===== src/rtl/logic_op_ctrl.sv =====
`default_nettype none
// ============================================================================
// Module   : logic_op_ctrl
// Purpose  : Start/finish sequencer in front of a logic-operation unit.
//            Accepts one request, drives the unit with held operands,
//            waits (bounded) for finish and returns the result or a
//            timeout error on a valid/ready response port.
// Revision : 1.0 - initial release
// ============================================================================
module logic_op_ctrl #(
   parameter int WIDTH   = 32,
   parameter int TIMEOUT = 15
) (
   input  logic             clk,
   input  logic             rst,
   // request port
   input  logic             req_valid,
   output logic             req_ready,
   input  logic [WIDTH-1:0] req_a,
   input  logic [WIDTH-1:0] req_b,
   input  logic [2:0]       req_op,
   // response port
   output logic             rsp_valid,
   input  logic             rsp_ready,
   output logic [WIDTH-1:0] rsp_data,
   output logic             rsp_err,
   // logic unit handshake
   output logic             lu_start,
   output logic [2:0]       lu_op,
   output logic [WIDTH-1:0] lu_a,
   output logic [WIDTH-1:0] lu_b,
   input  logic             lu_finish,
   input  logic [WIDTH-1:0] lu_c,
   // status
   output logic             busy
);

   // Wait counter is just wide enough to hold TIMEOUT.
   localparam int              c_cnt_w   = $clog2(TIMEOUT + 1);
   localparam logic [c_cnt_w-1:0] c_limit   = c_cnt_w'(TIMEOUT - 1);
   localparam logic [c_cnt_w-1:0] c_cnt_max = {c_cnt_w{1'b1}};

   typedef enum logic [1:0] {
      ST_IDLE  = 2'd0,
      ST_ISSUE = 2'd1,
      ST_WAIT  = 2'd2,
      ST_RESP  = 2'd3
   } state_t;

   state_t              state_q;
   logic [c_cnt_w-1:0]  cnt_q;
   logic                req_ready_q;
   logic                rsp_valid_q;
   logic [WIDTH-1:0]    rsp_data_q;
   logic                rsp_err_q;
   logic                lu_start_q;
   logic [2:0]          lu_op_q;
   logic [WIDTH-1:0]    lu_a_q;
   logic [WIDTH-1:0]    lu_b_q;
   logic                busy_q;

   // Sequencer: every output is a register so the unit and the consumer
   // never see combinational paths from our inputs.
   always_ff @(posedge clk) begin
      if (rst) begin
         state_q     <= ST_IDLE;
         cnt_q       <= '0;
         req_ready_q <= 1'b1;
         rsp_valid_q <= 1'b0;
         rsp_data_q  <= '0;
         rsp_err_q   <= 1'b0;
         lu_start_q  <= 1'b0;
         lu_op_q     <= '0;
         lu_a_q      <= '0;
         lu_b_q      <= '0;
         busy_q      <= 1'b0;
      end else begin
         case (state_q)
            ST_IDLE: begin
               // Operands are captured once here and held until the next
               // accepted request, so the unit sees stable inputs.
               if (req_valid && req_ready_q) begin
                  lu_a_q      <= req_a;
                  lu_b_q      <= req_b;
                  lu_op_q     <= req_op;
                  lu_start_q  <= 1'b1;
                  req_ready_q <= 1'b0;
                  busy_q      <= 1'b1;
                  state_q     <= ST_ISSUE;
               end
            end
            ST_ISSUE: begin
               // Start is a single-cycle pulse; finish is not looked at yet
               // because the unit requires start to drop first.
               lu_start_q <= 1'b0;
               cnt_q      <= '0;
               state_q    <= ST_WAIT;
            end
            ST_WAIT: begin
               // Finish takes priority over the limit check, so a finish on
               // the last allowed cycle is still a good result.
               if (lu_finish) begin
                  rsp_data_q  <= lu_c;
                  rsp_err_q   <= 1'b0;
                  rsp_valid_q <= 1'b1;
                  state_q     <= ST_RESP;
               end else if (cnt_q == c_limit) begin
                  rsp_data_q  <= '0;
                  rsp_err_q   <= 1'b1;
                  rsp_valid_q <= 1'b1;
                  state_q     <= ST_RESP;
               end else if (cnt_q != c_cnt_max) begin
                  cnt_q <= cnt_q + c_cnt_w'(1);
               end
            end
            ST_RESP: begin
               // Data/err are untouched here, which keeps them stable under
               // backpressure and immune to stray finish pulses.
               if (rsp_ready) begin
                  rsp_valid_q <= 1'b0;
                  req_ready_q <= 1'b1;
                  busy_q      <= 1'b0;
                  state_q     <= ST_IDLE;
               end
            end
            default: begin
               state_q <= ST_IDLE;
            end
         endcase
      end
   end

   assign req_ready = req_ready_q;
   assign rsp_valid = rsp_valid_q;
   assign rsp_data  = rsp_data_q;
   assign rsp_err   = rsp_err_q;
   assign lu_start  = lu_start_q;
   assign lu_op     = lu_op_q;
   assign lu_a      = lu_a_q;
   assign lu_b      = lu_b_q;
   assign busy      = busy_q;

endmodule
`default_nettype wire


===== config.mk =====
export PLATFORM = sky130hd
export DESIGN_NAME = logic_op_ctrl
export DESIGN_NICKNAME = d
export VERILOG_FILES = /design/src/rtl/logic_op_ctrl.sv
export SDC_FILE = /design/constraint.sdc
export NUM_CORES = 1
export LEC_CHECK = 0
export BUFFER_PORTS_ARGS = -buffer_cell sky130_fd_sc_hd__buf_4
export CORE_AREA = 2 2 98 100
export DETAILED_ROUTE_END_ITERATION = 10
export DIE_AREA = 0 0 100 102
export PLACE_DENSITY_LB_ADDON = 0.05
export SLEW_MARGIN = 5
export SYNTH_ARGS = -nofsm -noshare
export SYNTH_HDL_FRONTEND = slang
export SYNTH_SLANG_ARGS = --single-unit

===== constraint.sdc =====
create_clock -name clk -period 1.88 [get_ports clk]
set_input_delay 0.282 -clock clk [delete_from_list [all_inputs] [get_ports clk]]
set_output_delay 0.282 -clock clk [all_outputs]
set_load 0.03 [all_outputs]

# Word level (Yosys, flattened, before mapping)
# Index checks and enable logic that the tools add are counted.
# word_totals
wordCells,59
inputBits,104
n_memories,0
regBits,110
ramBits,0
latchBits,0
rom_bits,0
# classes
n_addsub,1
bitwise_logic,0
n_reduce_logical,14
n_div,0
n_mul,0
shift,0
mux,22
eq_ne,11
n_lt_le_gt_ge,0
# op_table
op,n
2-to-1 mux 32 bit,2
2-to-1 mux 4 bit,3
"inequality test 2 bit, second input constant",5
nonzero test 2 bit,5
AND reduction 3 bit,3
2-to-1 mux 2 bit,4
case mux 1 bit (2 select lines),4
case mux 2 bit (4 select lines),1
case mux 4 bit (2 select lines),1
2-to-1 mux 1 bit,7
AND reduction 2 bit,3
"adder 4 x 1 -> 4 bit, second input constant",1
"equality test 2 bit, second input constant",2
"equality test 4 bit, second input constant",1
"inequality test 4 bit, second input constant",1
AND reduction 4 bit,1
"inequality test 3 bit, second input constant",1
"equality test 2 x 1 -> 1 bit, second input constant",1
zero test 2 bit,1
logical AND 1 bit,1

# Logic depth before layout (Yosys ltp)
# Gate-level depths: netlist (run 1).
# depth
word_depth,5
mapped_depth,8
depth_no_buf,6

# Worst setup path before layout (run 1)
# Ideal clock, no wire load.
# synth_timing
path_kind,reg2reg
start,reg state_q[0]
end,reg rsp_data_q[3] (netlist: rsp_data[3])
path_stages_with_launch,9
arrival_time_ps,1401
n_path_buf,3
path_slack_ps,351
setup_time_ps,128
required_time_ps,1752
synth_period_minus_slack_ps,1529
path_cell_list,dfxtp_1 > inv_1 > ha_1 > buf_6 > and2_1 > buf_2 > buf_4 > a22oi_1 > nor2_1
# synth_via
elab_chain_len,2
# synth_rtl
item,line,source
from (decl),50,state_t state_q;
from (signal assigned),66,state_q <= ST_IDLE;
from (signal assigned),89,state_q <= ST_ISSUE;
from (signal assigned),97,state_q <= ST_WAIT;
equality test 2 bit,78,case (state_q)
AND reduction 2 bit (no line),n/a,
to (signal assigned),103,rsp_data_q <= lu_c;
to (decl),54,logic [WIDTH-1:0] rsp_data_q;
# Every way passes these cells.
# A chain may end at the register's enable or synchronous reset.

# Worst setup path in the final report (run 1)
# layout_timing
start,reg state_q[0]
end,reg busy_q (netlist: busy)
# layout_via
elab_chain_len,3
word_cells_on_any_way,7
cone_classes,eq/ne (3); mux (1); reduce/logical (3)
# layout_rtl
item,line,source
equality test 2 bit / zero test 2 bit (equally long branches),78,
inequality test 2 bit (no line) / nonzero test 2 bit (equally long branches),n/a,
AND reduction 3 bit (no line),n/a,
to (signal assigned),76,busy_q <= 1'b0;
to (signal assigned),88,busy_q <= 1'b1;
to (signal assigned),122,busy_q <= 1'b0;
to (decl),60,logic busy_q;
# Parallel ways exist; a longest one is shown, timed or not.

==> results of run 1 <==
flip-flops by register name (all words and copies together) (netlist names):
| name | cells |
|---|---|
| state_q | 2 |
| rsp_valid | 1 |
| lu_start | 1 |
| busy | 1 |
| lu_b | 32 |
| cnt_q | 4 |
| req_ready | 1 |
| lu_a | 32 |
| rsp_data | 32 |
| lu_op | 3 |
| rsp_err | 1 |
cell usage after synthesis (all sizes together) (3+ instances only):
cell type,n,area share
nand3,3,0.0037
a21oi,74,0.092
clkbuf,17,0.016
o21ai,5,0.0071
nand2,139,0.13
nor2,41,0.038
dfxtp,110,0.54
buf,18,0.034
a22oi,32,0.059
ha,7,0.022
inv,8,0.0074
layout make-up:
cell class / count / area share
Clock inverter: 6 / 0.01179
Inverter: 8 / 0.005145
Tap cell: 111 / 0.02379
Clock buffer: 10 / 0.02186
Timing Repair Buffer: 217 / 0.2834
Multi-Input combinational cell: 323 / 0.2767
Sequential cell: 110 / 0.3773
stage by stage:
stage                     instances  utilization  power, mW  area [µm²]
final                           785       0.6408      7.292        5837
after global routing            785       0.6408      7.753        5837
after CTS                       785       0.6408      7.375        5837
after detailed placement        769       0.6192      5.944        5640
after global placement          769       0.6192      5.875        5640
after floorplan                 476            -      4.956        4044
how the worst max path moves through the flow:
stage / endpoint
finish: busy
CTS: state_q[1]
floorplan: rsp_data[3]
global placement: state_q[1]
detailed placement: rsp_data[20]
global route: state_q[1]
layer usage:
metal	GRT usage	vias to the layer above	wire length, µm
met2	0.3508	132	5135
met5	0	-	0
met4	0.08746	0	255
li1	-	1966	-
met1	0.2304	1740	4435
met3	0.03694	20	677
worst reg2reg max path: cells and delay by family (launching register included):
| family | cells | cell delay [ns] |
|---|---|---|
| compound gates | 4 | 0.80 |
| flops | 1 | 0.40 |
| fa+ha+maj | 1 | 0.28 |
| buf+inv | 1 | 0.10 |
logic make-up (layout without fill, tap and decap cells):
| group | Yosys count | in the layout |
|---|---|---|
| AO/OA/AOI/OAI | 123 | 123 |
| multiplexers | 2 | 2 |
| buffers and inverters | 43 | 241 |
| adder cells (fa/ha/maj) | 7 | 7 |
| AND/OR/NAND/NOR | 191 | 191 |
| flip-flops | 110 | 110 |
power by group through the flow:
| stage | Clock [mW] | Sequential [mW] | Combinational (mW) |
|---|---|---|---|
| finish | 1.43 | 2.94 | 2.92 |
| floorplan | 0 | 3.70 | 1.26 |
| detailed placement | 0 | 2.99 | 2.95 |
| global route | 1.56 | 2.99 | 3.20 |
| CTS | 1.48 | 2.94 | 2.95 |
| global placement | 0 | 2.97 | 2.90 |
placed cells by master (no fill, tap or decap), types with 2 or more instances in the layout:
master                     instances
sky130_fd_sc_hd__buf_4           215
sky130_fd_sc_hd__nand2_1         139
sky130_fd_sc_hd__dfxtp_1         110
sky130_fd_sc_hd__a21oi_1          74
sky130_fd_sc_hd__nor2_1           41
sky130_fd_sc_hd__a22oi_1          32
sky130_fd_sc_hd__clkbuf_8          9
sky130_fd_sc_hd__inv_1             8
sky130_fd_sc_hd__ha_1              7
sky130_fd_sc_hd__o21ai_0           4
sky130_fd_sc_hd__o21a_1            2
sky130_fd_sc_hd__nor3_1            2
sky130_fd_sc_hd__nand3_1           2
sky130_fd_sc_hd__inv_6             2
sky130_fd_sc_hd__buf_12            2
==> tab_implementation.tex, run 1 <==
\begin{tabular}{lr}
\hline
Metric & Value \\
\hline
\multicolumn{2}{l}{\textbf{Status}} \\
Outcome & finished clean \\
\multicolumn{2}{l}{\textbf{Logic synthesis}} \\
Syn nets & 587 \\
Yosys warnings & 0 \\
Xor/xnor share of the synthesized area & 0 \\
Post-synthesis share of cell area spent on and, or, nand and nor gates & 0.1853 \\
Post-Syn Area per Cell & 8.496 µm² \\
Cell variety after synth & 33 \\
Seq/Total Area, Yosys & 0.5446 \\
Yosys reg bits & 110 \\
Primary flip-flop cell chosen by synthesis mapping & sky130\_fd\_sc\_hd\_\_dfxtp\_1 \\
Synth Area in Compound Gates & 0.1856 \\
EDFF count, synth & 0 \\
Dominant combinational cell family by area after synthesis & compound AO/OA/AOI/OAI gates \\
Syn Inst Count & 476 \\
Arithmetic-cell share of the synthesized area counting full adders, half adders and majority gates & 0.02166 \\
Multiplexer area fraction after synthesis & 0.005260 \\
Total standard cell area after synthesis & 4044 µm² \\
Post-synth ARST share & 0 \\
\multicolumn{2}{l}{\textbf{Timing}} \\
Tmin final & 1.661 ns \\
Worst slew slack as a fraction of its limit & 0.6462 \\
Final worst clock skew & 0.01023 ns \\
Final hold slack & 0.1540 ns \\
Final setup violation count & 0 \\
Tightest Pin Transition & 0.5307 ns \\
Slew Limit Fails & 0 \\
Setup repair after global routing missed its margin & false \\
Sum Neg Setup Slack & 0 ns \\
Ratio of final minimum period to clock period & 0.8838 \\
Maximum operating frequency & 601.9 MHz \\
Number of hold violations in the final report & 0 \\
Final setup slack of the worst path & 0.2185 ns \\
\multicolumn{2}{l}{\textbf{Place}} \\
Routability cong. & 0.8061 \\
\# port buffers & 207 \\
Worst slack at placement & 0.2424 ns \\
HPWL Detailed & 7.591 mm \\
\multicolumn{2}{l}{\textbf{Drt}} \\
First-iteration detailed-routing DRC count & 105 \\
Antenna Violating Nets Remaining & 0 \\
Initial DRT Pass Iterations & 4 \\
Via count & 3,858 \\
Routed wirelength normalized by instance count & 13.38 µm \\
Mean number of vias per cell & 4.915 \\
Total DRC errors in the routed layout & 0 \\
Final routed wirelength across all metal layers & 10.50 mm \\
\multicolumn{2}{l}{\textbf{Worst setup path}} \\
Highest-delay cell along the critical path & sky130\_fd\_sc\_hd\_\_dfxtp\_1 \\
Critical path required time & 2.14 ns \\
Sequence of cells on the critical path & inv\_1, ha\_1, a21boi\_0, a21oi\_1, o21ai\_0, a31o\_2 \\
Reg2reg setup slack & 0.22 ns \\
Reg-to-Reg End & busy \\
Worst stage delay on the critical path & 0.40 ns \\
Depth of the worst register-to-register path & 6 \\
Sort of element at the start of the critical path & flop \\
Launching element of the worst setup path & state\_q[0] \\
Worst r2r src & state\_q[0] \\
Number of stages on the worst setup path & 6 \\
Worst setup EP type & flop \\
Top fanout value on the critical path & 6 \\
Buffers plus inverters on the worst setup path & 1 \\
Crit path arrival time & 1.92 ns \\
Kind of cell adding the most delay to the critical path & compound AO/OA/AOI/OAI gates \\
Type of the worst setup path & reg -> reg \\
\multicolumn{2}{l}{\textbf{Worst hold path}} \\
Cell depth of the worst min-delay path & 3 \\
Hold Path Origin & req\_op[2] \\
Hold/Removal Path Class & in -> reg \\
End point of the most critical hold path & lu\_op[2] \\
\multicolumn{2}{l}{\textbf{Run}} \\
\# Max-Cap Violations & 0 \\
\multicolumn{2}{l}{\textbf{Pwr}} \\
Switching part of the total & 0.3887 \\
Psw & 2.834 mW \\
Cell Int Power & 4.458 mW \\
Combinational Power Share & 0.401 \\
VDD IR max & 0.4718 mV \\
Power density over the cells & 1249 nW/µm² \\
Sequential share of power & 0.403 \\
Leakage power summed over all cells & 2.594 nW \\
Clk pwr share & 0.196 \\
\multicolumn{2}{l}{\textbf{Clocking}} \\
Clock net sink count & 110 \\
Clock transition at path regs & 0.11 ns \\
Maximum number of buffers from clock root to sink & 2 \\
Number of clock buffers inserted by TritonCTS & 9 \\
Root Buffer & sky130\_fd\_sc\_hd\_\_clkbuf\_8 \\
Clock latency on the worst-skew pair & 0.36 ns \\
Number of buffers added for setup after CTS & 0 \\
Gates resized, CTS repair & 0 \\
Clock tree from TritonCTS & done \\
Hold Buf Count CTS & 0 \\
Number of levels in the clock H-tree & 3 \\
\multicolumn{2}{l}{\textbf{Floorplan}} \\
Core Rows & 35 \\
Standard cell core area & 9109 µm² \\
Die width & 100 µm \\
Initial cell density of the core & 0.4440 \\
Die height & 102 µm \\
Area of the die & 10,200 µm² \\
Top-Level Pins & 208 \\
\multicolumn{2}{l}{\textbf{Layout}} \\
Count of inserted antenna diode cells & 0 \\
Layout area overhead & 44.34\% \\
Net count of the finished layout & 780 \\
Layout filler cell count & 812 \\
Fraction of layout instances using a drive strength above 1 & 0.3576 \\
Area taken by multi-input logic gates & 1615 µm² \\
Reg area & 2202 µm² \\
\multicolumn{2}{l}{\textbf{GRT}} \\
First-pass GRT wire length & 16.23 mm \\
Vias in the first global route & 3,594 \\
Grt total ovfl & 0 \\
Antenna violations before repair & 0 \\
Global router's overall resource usage & 0.1963 \\
Maximum number of pins on one net before global-route repair & 68 \\
\hline
\end{tabular}
Note: power is estimated with default switching activity, not from simulation.
==> inputs of run 2 (changes only) <==
Settings changed: BUFFER_PORTS_ARGS -buffer_cell sky130_fd_sc_hd__buf_4 to not set, CORE_AREA 2 2 98 100 to 2 2 84 86, CTS_BUF_LIST set to sky130_fd_sc_hd__clkbuf_16, DIE_AREA 0 0 100 102 to 0 0 86 88, DONT_BUFFER_PORTS set to 1, SETUP_SLACK_MARGIN set to 0.2.
==> run 2 against run 1 <==
Sequential share of layout area up 13 points. First-iteration DRC count up 43%. Clock skew down 0.0033 ns. Combinational power down 49%. Via count down 18%. Global-route usage up 2.1 points. Core utilization up 1.4 points.
==> tab_implementation.tex, run 2 (synthesis results as in run 1) <==
\begin{tabular}{lr}
\hline
Metric & Value \\
\hline
\multicolumn{2}{l}{\textbf{Pwr}} \\
Cell Int Power & 4.210 mW (was 4.458 mW) \\
Power density over the cells & 1585 nW/µm² (was 1249 nW/µm²) \\
VDD IR max & 0.7953 mV (was 0.4718 mV) \\
Psw & 2.682 mW (was 2.834 mW) \\
Leakage power summed over all cells & 1.572 nW (was 2.594 nW) \\
Switching part of the total & 0.3891 (was 0.3887) \\
Sequential share of power & 0.540 (was 0.403) \\
Combinational Power Share & 0.216 (was 0.401) \\
Clk pwr share & 0.245 (was 0.196) \\
\multicolumn{2}{l}{\textbf{Worst setup path}} \\
Depth of the worst register-to-register path & 7 (was 6) \\
Crit path arrival time & 1.80 ns (was 1.92 ns) \\
Worst stage delay on the critical path & 0.36 ns (was 0.40 ns) \\
Type of the worst setup path & reg -> reg (unchanged) \\
Sort of element at the start of the critical path & flop (unchanged) \\
Worst setup EP type & flop (unchanged) \\
Top fanout value on the critical path & 25 (was 6) \\
Kind of cell adding the most delay to the critical path & flip-flops (was compound AO/OA/AOI/OAI gates) \\
Sequence of cells on the critical path & inv\_1, ha\_1, and3\_1, o21ai\_2, buf\_12, o22a\_1, nor2\_1 (was inv\_1, ha\_1, a21boi\_0, a21oi\_1, o21ai\_0, a31o\_2) \\
Buffers plus inverters on the worst setup path & 2 (was 1) \\
Number of stages on the worst setup path & 7 (was 6) \\
Highest-delay cell along the critical path & sky130\_fd\_sc\_hd\_\_dfxtp\_1 (unchanged) \\
Critical path required time & 2.11 ns (was 2.14 ns) \\
\multicolumn{2}{l}{\textbf{Layout}} \\
Layout area overhead & 7.549\% (was 44.34\%) \\
Leading cell types in the layout, fill and taps excluded & sky130\_fd\_sc\_hd\_\_nand2\_1 (139), sky130\_fd\_sc\_hd\_\_dfxtp\_1 (109), sky130\_fd\_sc\_hd\_\_a21oi\_1 (74), sky130\_fd\_sc\_hd\_\_nor2\_1 (41), sky130\_fd\_sc\_hd\_\_a22oi\_1 (32) (was sky130\_fd\_sc\_hd\_\_buf\_4 (215), sky130\_fd\_sc\_hd\_\_nand2\_1 (139), sky130\_fd\_sc\_hd\_\_dfxtp\_1 (110), sky130\_fd\_sc\_hd\_\_a21oi\_1 (74), sky130\_fd\_sc\_hd\_\_nor2\_1 (41)) \\
Layout filler cell count & 568 (was 812) \\
Count of inserted antenna diode cells & 0 (unchanged) \\
Reg area & 2203 µm² (was 2202 µm²) \\
Net count of the finished layout & 573 (was 780) \\
Area taken by multi-input logic gates & 1620 µm² (was 1615 µm²) \\
Commonest non-fill, non-tap cell in the layout & sky130\_fd\_sc\_hd\_\_nand2\_1 (was sky130\_fd\_sc\_hd\_\_buf\_4) \\
Fraction of layout instances using a drive strength above 1 & 0.07296 (was 0.3576) \\
\multicolumn{2}{l}{\textbf{GRT}} \\
Vias in the first global route & 2,824 (was 3,594) \\
Global router's overall resource usage & 0.2171 (was 0.1963) \\
Grt total ovfl & 0 (unchanged) \\
First-pass GRT wire length & 13.08 mm (was 16.23 mm) \\
Antenna violations before repair & 0 (unchanged) \\
Maximum number of pins on one net before global-route repair & 111 (was 68) \\
\multicolumn{2}{l}{\textbf{Floorplan}} \\
Standard cell core area & 6644 µm² (was 9109 µm²) \\
Die height & 88 µm (was 102 µm) \\
Area of the die & 7568 µm² (was 10,200 µm²) \\
Die width & 86 µm (was 100 µm) \\
Top-Level Pins & 208 (unchanged) \\
Initial cell density of the core & 0.6087 (was 0.4440) \\
Core Rows & 30 (was 35) \\
\multicolumn{2}{l}{\textbf{Clocking}} \\
Clock latency on the worst-skew pair & 0.33 ns (was 0.36 ns) \\
Maximum number of buffers from clock root to sink & 2 (unchanged) \\
Number of levels in the clock H-tree & 3 (unchanged) \\
Clock transition at path regs & 0.07 ns (was 0.11 ns) \\
Clock net sink count & 110 (unchanged) \\
Root Buffer & sky130\_fd\_sc\_hd\_\_clkbuf\_16 (was sky130\_fd\_sc\_hd\_\_clkbuf\_8) \\
Number of buffers added for setup after CTS & 0 (unchanged) \\
Number of clock buffers inserted by TritonCTS & 9 (unchanged) \\
Clock tree from TritonCTS & done (unchanged) \\
\multicolumn{2}{l}{\textbf{Timing}} \\
Number of hold violations in the final report & 0 (unchanged) \\
Ratio of final minimum period to clock period & 0.8346 (was 0.8838) \\
Maximum operating frequency & 637.3 MHz (was 601.9 MHz) \\
Final worst clock skew & 0.006895 ns (was 0.01023 ns) \\
Tmin final & 1.569 ns (was 1.661 ns) \\
Sum Neg Setup Slack & 0 ns (unchanged) \\
Tightest Pin Transition & 0.4447 ns (was 0.5307 ns) \\
Final hold slack & 0.02057 ns (was 0.1540 ns) \\
Worst slew slack as a fraction of its limit & 0.7026 (was 0.6462) \\
Slew Limit Fails & 0 (unchanged) \\
Final setup violation count & 0 (unchanged) \\
Setup repair after global routing missed its margin & false (unchanged) \\
\multicolumn{2}{l}{\textbf{Place}} \\
\# port buffers & 0 (was 207) \\
HPWL Detailed & 5.903 mm (was 7.591 mm) \\
Routability cong. & 0.8378 (was 0.8061) \\
\multicolumn{2}{l}{\textbf{Worst hold path}} \\
Cell depth of the worst min-delay path & 1 (was 3) \\
Hold/Removal Path Class & in -> reg (unchanged) \\
\multicolumn{2}{l}{\textbf{Drt}} \\
Initial DRT Pass Iterations & 4 (unchanged) \\
Wire length on met3 & 858 µm (was 677 µm) \\
Total DRC errors in the routed layout & 0 (unchanged) \\
First-iteration detailed-routing DRC count & 150 (was 105) \\
Final routed wirelength across all metal layers & 8.757 mm (was 10.50 mm) \\
Via count & 3,150 (was 3,858) \\
Mean number of vias per cell & 5.769 (was 4.915) \\
Routed wirelength normalized by instance count & 16.04 µm (was 13.38 µm) \\
Antenna Violating Nets Remaining & 0 (unchanged) \\
M1 WL & 3.458 mm (was 4.435 mm) \\
Met2 routed wirelength & 4.225 mm (was 5.135 mm) \\
Highest routing layer actually used & met4 (unchanged) \\
\multicolumn{2}{l}{\textbf{Run}} \\
\# Max-Cap Violations & 0 (unchanged) \\
\multicolumn{2}{l}{\textbf{Status}} \\
Outcome & finished clean (unchanged) \\
\hline
\end{tabular}
[run 2: cell types whose count changed in the layout (fill, tap and decap cells not counted), moves of 2 or more]
cell	before	now
sky130_fd_sc_hd__buf_4	215	4
sky130_fd_sc_hd__clkbuf_16	0	9
sky130_fd_sc_hd__clkbuf_8	9	0
sky130_fd_sc_hd__buf_12	2	4
sky130_fd_sc_hd__clkinvlp_4	1	3
sky130_fd_sc_hd__dlygate4sd3_1	0	2
sky130_fd_sc_hd__ha_1	7	5
sky130_fd_sc_hd__ha_2	0	2
sky130_fd_sc_hd__inv_6	2	0
[run 2: final timing paths]
kind            start         to  slack, ns
max          cnt_q[0]  rsp_valid       0.31
min               rst   lu_b[10]       0.02
max reg2reg  cnt_q[0]  rsp_valid       0.31
min reg2reg  cnt_q[0]   cnt_q[0]       0.55
[run 2: power groups by stage]
stage / Clock, mW / Combinational [mW] / Sequential, mW
global placement: 0 / 1.41 / 3.77
global route: 1.84 / 1.69 / 3.77
finish: 1.69 / 1.49 / 3.72
floorplan: 0 / 1.26 / 3.70
detailed placement: 0 / 1.47 / 3.78
CTS: 1.72 / 1.48 / 3.72
[run 2: area by class of cell]
type                    count  area share
flip-flops and latches    110      0.5066
inverters                   8    0.006904
clock buffers               9     0.05178
repair buffers             10     0.02992
multi-input cells         323      0.3726
well taps                  80     0.02301
clock inverters             6    0.009206
[run 2: metal layers]
metal,GRT usage,vias to the layer above
met4,0.1068,0
li1,-,1552
met3,0.08200,17
met1,0.2408,1437
met2,0.3672,144
met5,0,-
[run 2: repair_timing]
item / CTS / global route
endpoints found under the setup margin: 0 / 54
hold endpoints to repair: 0 / 9
hold buffers: 0 / 2
resized for setup: 0 / 5
[run 2: through the flow]
step / utilization / instance area [µm²] / setup slack, ns / total power, mW / std cells
after floorplan: - / 4044 / 0.3515 / 4.956 / 476
after global placement: 0.6107 / 4058 / 0.2981 / 5.180 / 529
after detailed placement: 0.6107 / 4058 / 0.2456 / 5.245 / 529
after CTS: 0.6507 / 4323 / 0.2241 / 6.920 / 544
after global routing: 0.6546 / 4349 / 0.2109 / 7.300 / 546
final: 0.6546 / 4349 / 0.3110 / 6.892 / 546
